### src/rtl/sync_fifo_flags_if.sv
// Handshake/status bundle for sync_fifo_flags: host drives requests (master),
// the FIFO drives data and flags (slave).
interface sync_fifo_flags_if #(
  parameter int ADDR_WIDTH = 4,
  parameter int DATA_WIDTH = 8
);
  logic                  write_req;
  logic                  read_req;
  logic                  flush;
  logic                  clear_err;
  logic [DATA_WIDTH-1:0] data_in;
  logic [DATA_WIDTH-1:0] data_out;
  logic                  full;
  logic                  empty;
  logic                  almost_full;
  logic                  almost_empty;
  logic [ADDR_WIDTH:0]   count;
  logic                  overflow;
  logic                  underflow;

  modport master (
    output write_req, read_req, flush, clear_err, data_in,
    input  data_out, full, empty, almost_full, almost_empty, count, overflow, underflow
  );

  modport slave (
    input  write_req, read_req, flush, clear_err, data_in,
    output data_out, full, empty, almost_full, almost_empty, count, overflow, underflow
  );
endinterface

### src/rtl/sync_fifo_flags.sv
// Single-clock FIFO with occupancy count, almost-full/empty thresholds, sticky
// overflow/underflow and synchronous flush. Define FIFO_FWFT_EN for first-word-fall-through reads.
module sync_fifo_flags #(
  parameter int ADDR_WIDTH = 4,
  parameter int DATA_WIDTH = 8,
  parameter int AF_THRESH  = 12,
  parameter int AE_THRESH  = 2
) (
  input  logic clk,
  input  logic reset,
  sync_fifo_flags_if.slave bus
);
  localparam int DEPTH = 2 ** ADDR_WIDTH;
  localparam logic [ADDR_WIDTH:0] DEPTH_C = (ADDR_WIDTH + 1)'(DEPTH);
  localparam logic [ADDR_WIDTH:0] AF_C    = (ADDR_WIDTH + 1)'(AF_THRESH);
  localparam logic [ADDR_WIDTH:0] AE_C    = (ADDR_WIDTH + 1)'(AE_THRESH);

  logic [DATA_WIDTH-1:0] mem [DEPTH];
  logic [ADDR_WIDTH-1:0] wr_ptr;
  logic [ADDR_WIDTH-1:0] rd_ptr;
  logic [ADDR_WIDTH:0]   cnt;
  logic [DATA_WIDTH-1:0] dout_q;
  logic                  ovf;
  logic                  unf;
  logic                  is_full;
  logic                  is_empty;
  logic                  wr_acc;
  logic                  rd_acc;
  logic                  ovf_set;
  logic                  unf_set;

  assign is_full  = (cnt == DEPTH_C);
  assign is_empty = (cnt == '0);

  // Flush masks both requests so neither moves state nor raises an error.
  always_comb begin
    wr_acc  = bus.write_req & (~is_full | bus.read_req) & ~bus.flush;
    rd_acc  = bus.read_req & ~is_empty & ~bus.flush;
    ovf_set = bus.write_req & is_full & ~bus.read_req & ~bus.flush;
    unf_set = bus.read_req & is_empty & ~bus.flush;
  end

  always_ff @(posedge clk) begin
    if (wr_acc) mem[wr_ptr] <= bus.data_in;
  end

  always_ff @(posedge clk or posedge reset) begin
    if (reset) begin
      wr_ptr <= '0;
      rd_ptr <= '0;
      cnt    <= '0;
      dout_q <= '0;
      ovf    <= 1'b0;
      unf    <= 1'b0;
    end else begin
      if (bus.flush) begin
        wr_ptr <= '0;
        rd_ptr <= '0;
        cnt    <= '0;
      end else begin
        if (wr_acc) wr_ptr <= wr_ptr + ADDR_WIDTH'(1);
        if (rd_acc) rd_ptr <= rd_ptr + ADDR_WIDTH'(1);
        case ({wr_acc, rd_acc})
          2'b10:   cnt <= cnt + (ADDR_WIDTH + 1)'(1);
          2'b01:   cnt <= cnt - (ADDR_WIDTH + 1)'(1);
          default: cnt <= cnt;
        endcase
      end
      if (rd_acc) dout_q <= mem[rd_ptr];
      // Set wins over a same-cycle clear.
      ovf <= ovf_set | (ovf & ~bus.clear_err);
      unf <= unf_set | (unf & ~bus.clear_err);
    end
  end

`ifdef FIFO_FWFT_EN
  // Head word shown live; dout_q keeps the last popped word for the empty case.
  assign bus.data_out = is_empty ? dout_q : mem[rd_ptr];
`else
  assign bus.data_out = dout_q;
`endif

  assign bus.full         = is_full;
  assign bus.empty        = is_empty;
  assign bus.almost_full  = (cnt >= AF_C);
  assign bus.almost_empty = (cnt <= AE_C);
  assign bus.count        = cnt;
  assign bus.overflow     = ovf;
  assign bus.underflow    = unf;
endmodule
### src/flat_wrapper.sv
// flat-port wrapper written by rule: the top's interface ports become plain ports
module sync_fifo_flags_flat 
#(
  parameter int ADDR_WIDTH = 4,
  parameter int DATA_WIDTH = 8,
  parameter int AF_THRESH  = 12,
  parameter int AE_THRESH  = 2
)
  (clk, reset, bus_write_req, bus_read_req, bus_flush, bus_clear_err, bus_data_in, bus_data_out, bus_full, bus_empty, bus_almost_full, bus_almost_empty, bus_count, bus_overflow, bus_underflow);
  sync_fifo_flags_if #(.ADDR_WIDTH(ADDR_WIDTH), .DATA_WIDTH(DATA_WIDTH)) bus_i ();
  input  logic clk;
  input  logic reset;
  input wire logic [$bits(bus_i.write_req)-1:0] bus_write_req;
  input wire logic [$bits(bus_i.read_req)-1:0] bus_read_req;
  input wire logic [$bits(bus_i.flush)-1:0] bus_flush;
  input wire logic [$bits(bus_i.clear_err)-1:0] bus_clear_err;
  input wire logic [$bits(bus_i.data_in)-1:0] bus_data_in;
  output wire logic [$bits(bus_i.data_out)-1:0] bus_data_out;
  output wire logic [$bits(bus_i.full)-1:0] bus_full;
  output wire logic [$bits(bus_i.empty)-1:0] bus_empty;
  output wire logic [$bits(bus_i.almost_full)-1:0] bus_almost_full;
  output wire logic [$bits(bus_i.almost_empty)-1:0] bus_almost_empty;
  output wire logic [$bits(bus_i.count)-1:0] bus_count;
  output wire logic [$bits(bus_i.overflow)-1:0] bus_overflow;
  output wire logic [$bits(bus_i.underflow)-1:0] bus_underflow;
  assign bus_i.write_req = bus_write_req;
  assign bus_i.read_req = bus_read_req;
  assign bus_i.flush = bus_flush;
  assign bus_i.clear_err = bus_clear_err;
  assign bus_i.data_in = bus_data_in;
  assign bus_data_out = bus_i.data_out;
  assign bus_full = bus_i.full;
  assign bus_empty = bus_i.empty;
  assign bus_almost_full = bus_i.almost_full;
  assign bus_almost_empty = bus_i.almost_empty;
  assign bus_count = bus_i.count;
  assign bus_overflow = bus_i.overflow;
  assign bus_underflow = bus_i.underflow;
  sync_fifo_flags #(.ADDR_WIDTH(ADDR_WIDTH), .DATA_WIDTH(DATA_WIDTH), .AF_THRESH(AF_THRESH), .AE_THRESH(AE_THRESH)) u_core (.clk(clk), .reset(reset), .bus(bus_i));
endmodule
### config.mk
export PLATFORM = sky130hd
export DESIGN_NAME = sync_fifo_flags_flat
export DESIGN_NICKNAME = d
export VERILOG_FILES = /design/src/rtl/sync_fifo_flags_if.sv /design/src/rtl/sync_fifo_flags.sv /design/src/flat_wrapper.sv
export SDC_FILE = /design/constraint.sdc
export NUM_CORES = 1
export LEC_CHECK = 0
export ABC_AREA = 1
export CAP_MARGIN = 10
export CORE_UTILIZATION = 60
export DETAILED_ROUTE_END_ITERATION = 6
export PLACE_DENSITY = 0.76
export SETUP_SLACK_MARGIN = 0.02
export SYNTH_ARGS = -nofsm -noshare
export SYNTH_HDL_FRONTEND = slang
export SYNTH_SLANG_ARGS = --single-unit
### constraint.sdc
create_clock -name clk -period 5.1 [get_ports clk]
set_input_delay 0.765 -clock clk [delete_from_list [all_inputs] [get_ports clk]]
set_output_delay 0.765 -clock clk [all_outputs]
set_load 0.05 [all_outputs]
# == Word-level counts from Yosys, hierarchy flattened ==
# Memory sizes are Yosys's and may differ from the RTL's. A register that Yosys moved wholly into a read port is not among the register bits.
# Index checks and enable logic that the tools add are counted.
# classes
addsub,4
order_cmp,2
n_eq_ne,3
n_mux,8
bitwise_logic,19
reduce_logical,4
# ops
cell,count
2-to-1 mux 4 bit,4
bitwise AND 1 bit,11
one-hot mux 5 bit (2 select lines),1
adder 4 x 1 -> 4 bit (second input constant),2
adder 5 x 1 -> 5 bit (second input constant),1
equality test 5 bit (second input constant),1
>= comparator 5 x 4 -> 1 bit (second input constant),1
<= comparator 5 x 2 -> 1 bit (second input constant),1
logical NOT 5 bit,1
2-to-1 mux 5 bit,1
inverter 1 bit,5
subtractor 5 x 1 -> 5 bit (second input constant),1
nonzero test 2 bit,2
bitwise OR 1 bit,3
nonzero test 3 bit,1
equality test 2 x 1 -> 1 bit (second input constant),1
equality test 2 bit (second input constant),1
2-to-1 mux 1 bit,2
# totals
regBits,15
ramBits,128
in_bits,14
out_inout_bits,19
elab_cells,46
n_memories,1
# mem_list
memory,depth,width,rd,rd_clocked_by_memory_dff,wr,line,text
u_core.mem,16,8,1,1,1,sync_fifo_flags.sv:18,logic [DATA_WIDTH-1:0] mem [DEPTH];

# == Logic depth before layout (Yosys ltp) ==
# depth
depth_word,8
mapped_depth,15
ltp_nobuf,15

# == Worst setup path after synthesis ==
# Ideal clock, no wire load.
# synth_path
path_type,reg2out
start,"reg u_core.cnt[2], in the netlist u_core.bus.count[2]"
end,out bus_almost_empty
arrival_ns,1.687
required_ns,4.335
path_slack_ns,2.648
stages_incl_launch_ff,4
path_buffers,0
path_cell_list,dfrtp_1 -> nor2_4 -> nand2_1 -> a21oi_1
# synth_between
elab_chain_len,1
# synth_rtl
item,line,text
start: declaration,sync_fifo_flags.sv:21,logic [ADDR_WIDTH:0] cnt;
start signal: assignment,sync_fifo_flags.sv:64,2'b10: cnt <= cnt + (ADDR_WIDTH + 1)'(1);
start signal: assignment,sync_fifo_flags.sv:65,2'b01: cnt <= cnt - (ADDR_WIDTH + 1)'(1);
start signal: assignment,sync_fifo_flags.sv:66,default: cnt <= cnt;
<= comparator 5 x 2 -> 1 bit,sync_fifo_flags.sv:86,assign bus.almost_empty = (cnt <= AE_C);
end: declaration,flat_wrapper.sv:22,output wire logic [$bits(bus_i.almost_empty)-1:0] bus_almost_empty;
# No other way between the ends.

==> impl_metrics.csv <==
group,metric,value,unit
timing,slew_viol_final,0,
global_route,grt.overflow.total,0,
drt,drtAntennaViolNets,0,
die,die_h,105,um
clock_tree,htreeDepth,4,
finish,finalNetCount,587,
placed_design,place.gp.congestion,0.836,
global_route,grt_max_degree,70,
drt,wl_per_cell,19.8,um
timing,period_share,0.611,
finish,final_core_utilization,0.708,
setup_path,crit_family,"flip-flops",
clock_tree,clockBufferDepth,2,
timing,rsz0062_at_grt,"no",
placed_design,postPlaceCellArea,6720,sq um
drt,num_vias,4300,
logic_synthesis,synth_area,6350,sq um
setup_path,r2r-start,"u_core.rd_ptr[0]$_DFFE_PP0P_",
setup_path,critPathMaxFanout,69,
global_route,grt_pass1_vias,4109,
drt,drc,0,
timing,hold_viol,0,
timing,setup-tns-final,0,ns
setup_path,critical_path_class,"reg2reg",
power,p_sw,1.35,mW
drt,viasPerCell,6.01,
timing,fin_hold_ws,0.539,ns
logic_synthesis,syn_nets,562,
clock_tree,root_buffer,"clkbuf_8",
power,vdd_drop_max,398,uV
job,drv_cap,0,
clock_tree,clk_pin_slew_worst_paths,0.06,ns
placed_design,port_buffers,32,
clock_tree,hold_buffers,0,
worst_hold_path,hp-start,"u_core.bus.overflow$_DFF_PP0_",
clock_tree,cts-resized-gates,0,
die,io-pin-count,33,
power,finalPower,3.77,mW
timing,fin_crit,3.12,ns
setup_path,critPathMostFrequentCell,"o21ai_0",
clock_tree,cts_sinks,151,
clock_tree,tritoncts,"built",
power,seqPwrFrac,0.419,
power,leakagePower,2.55,nW
die,die_area,11000,sq um
global_route,grt_antenna_before_repair,0,
setup_path,critPathBufInv,1,
die,core.rowCount,37,
timing,clock_skew,0.00694,ns
logic_synthesis,yosysUniqueCellTypes,32,
power,clkPwrFrac,0.310,
global_route,grt_pass1_wl,21.8,mm
die,core_area,10300,sq um
logic_synthesis,ys_seq_elements,151,
finish,syn2layout_area_growth,14.5,%
finish,drive_gt1_frac,0.0864,
clock_tree,cts_setup_buffers,0,
timing,fmax,321,MHz
placed_design,hpwlAfterDp,8.81,mm
power,p_int,2.42,mW
setup_path,cp-startpoint,"u_core.rd_ptr[0]$_DFFE_PP0P_",
clock_tree,clock_latency,0.53,ns
finish,diodes,0,
setup_path,cp.arrival,3.52,ns
logic_synthesis,synth_seq_area_share,0.696,
setup_path,critPathCaptureType,"flop",
worst_hold_path,min_path_type,"reg2reg",
drt,first_pass_iters,5,
setup_path,required,5.50,ns
setup_path,cpPeakStageDelay,1.15,ns
power,p_comb_frac,0.271,
timing,setup_viol,0,
run_status,outcome,"finished clean",
clock_tree,numCtsBuffers,17,
timing,relSlewSlack,0.202,
logic_synthesis,avgSynthCellArea,11.7,sq um
logic_synthesis,ys.warnings.count,0,
drt,drt_iter0_markers,369,
die,initial_core_util,0.618,
setup_path,worstPathCellList,"inv_2, o21ai_0, o21ai_0, o211ai_1, a31oi_1",
die,die_x,105,um
setup_path,start_kind,"flop",
setup_path,slowest_stage,"dfrtp_2",
global_route,grt_use_total,0.274,
logic_synthesis,netlist_instances,541,
power,power_switching_share,0.357,
power,powerDensity,519,nW/um^2
finish,fillers,736,
finish,fin_area,7270,sq um
timing,worst_slew_pin_slew,1.20,ns
drt,routed_wl,14.1,mm
per-layer routing:
layer / GRT usage / up-vias / wire length (um)
met5: 0 / - / 0
li1: - / 1984 / -
met4: 0.112 / 0 / 244
met1: 0.375 / 2081 / 5770
met2: 0.422 / 211 / 6910
met3: 0.0699 / 24 / 1200
cell type report:
| type | instances | area (sq um) | share of cell area |
|---|---|---|---|
| flip-flops and latches | 151 | 4420 | 0.608 |
| inverters | 28 | 105 | 0.0144 |
| clock buffers | 20 | 425 | 0.0585 |
| repair buffers | 32 | 320 | 0.0440 |
| clock inverters | 12 | 128 | 0.0175 |
| well taps | 136 | 170 | 0.0234 |
| multi-input cells | 336 | 1700 | 0.234 |
cell usage after synthesis:
library cell,n,area (sq um)
o21ai_1,5,25.0
o22ai_1,1,6.26
nand3_1,16,80.1
clkbuf_1,16,60.1
o21ai_0,81,405
a21oi_4,1,16.3
nand4_1,2,12.5
nor2_2,2,12.5
nand2_1,38,143
nand2_4,1,11.3
buf_4,3,22.5
dfrtp_1,23,576
o211ai_1,32,240
nand4_2,2,25.0
nor2_1,125,469
nor3_1,2,10.0
edfxtp_1,128,3840
nor2_4,2,22.5
buf_1,1,3.75
inv_2,7,26.3
xor2_1,1,8.76
a31oi_1,8,50.1
clkinv_1,2,7.51
ha_1,7,87.6
nand2_2,2,12.5
nand3_4,1,17.5
a21oi_1,4,20.0
nand3_2,2,20.0
buf_6,1,11.3
inv_1,19,71.3
buf_2,5,25.0
o32ai_1,1,8.76
kinds of logic (layout without fill, tap and decap cells):
kind of cell	Yosys count	after routing	synth area share
AOI/OAI and AO/OA	133	133	0.122
xor gates and xnor gates	1	1	0.00138
adders and majority gates	7	7	0.0138
buffers and inverters	54	92	0.0359
DFF	151	151	0.696
and+or+nand+nor	195	195	0.132
layout by cell type (no fill, tap or decap), types with 7 or more instances in the layout:
cell               n
clkdlybuf4s50_1   32
nand2_1           38
nand3_1           16
ha_1               7
edfxtp_1         128
o21ai_0           81
inv_1             19
dfrtp_1           21
nor2_1           125
o211ai_1          32
clkbuf_16         16
a31oi_1            8
inv_2              7
worst reg2reg max path: cells and delay by family (launching register included):
| family | cells | cell delay, ns |
|---|---|---|
| DFF | 1 | 1.15 |
| buffers and inverters | 1 | 0.73 |
| AOI/OAI and AO/OA | 4 | 1.11 |
power by group through the flow:
stage,Clock (mW),Combinational (mW),Sequential [mW]
global placement,0,0.993,1.59
finish,1.17,1.02,1.58
detailed placement,0,1.01,1.60
floorplan,0,0.609,1.66
CTS,1.18,1.02,1.58
global route,1.23,1.10,1.60
metrics by stage:
step	worst slack, ns	cells
after floorplan	2.65	541
after global placement	2.21	683
after detailed placement	2.08	683
after CTS	2.06	715
after global routing	1.80	715
final	1.98	715
registers in the layout (all words and copies together) (netlist names):
name                  cells
u_core.mem              128
u_core.rd_ptr             4
u_core.bus.data_out       8
u_core.bus.overflow       1
u_core.bus.count          5
u_core.wr_ptr             4
u_core.bus.underflow      1
final timing paths:
kind | end | slack (ns) | cells after the start
setup / recovery | u_core.bus.data_out[2]$_DFFE_PP0P_ | 1.98 | 5
hold / removal | u_core.bus.overflow$_DFF_PP0_ | 0.54 | 2
setup reg to reg | u_core.bus.data_out[2]$_DFFE_PP0P_ | 1.98 | 5
hold reg to reg | u_core.bus.overflow$_DFF_PP0_ | 0.54 | 2
max in group asynchronous | u_core.rd_ptr[1]$_DFFE_PP0P_ | 3.79 | 2
min in group asynchronous | u_core.bus.underflow$_DFF_PP0_ | 0.71 | 2
Power figures use the tool's default switching activity.
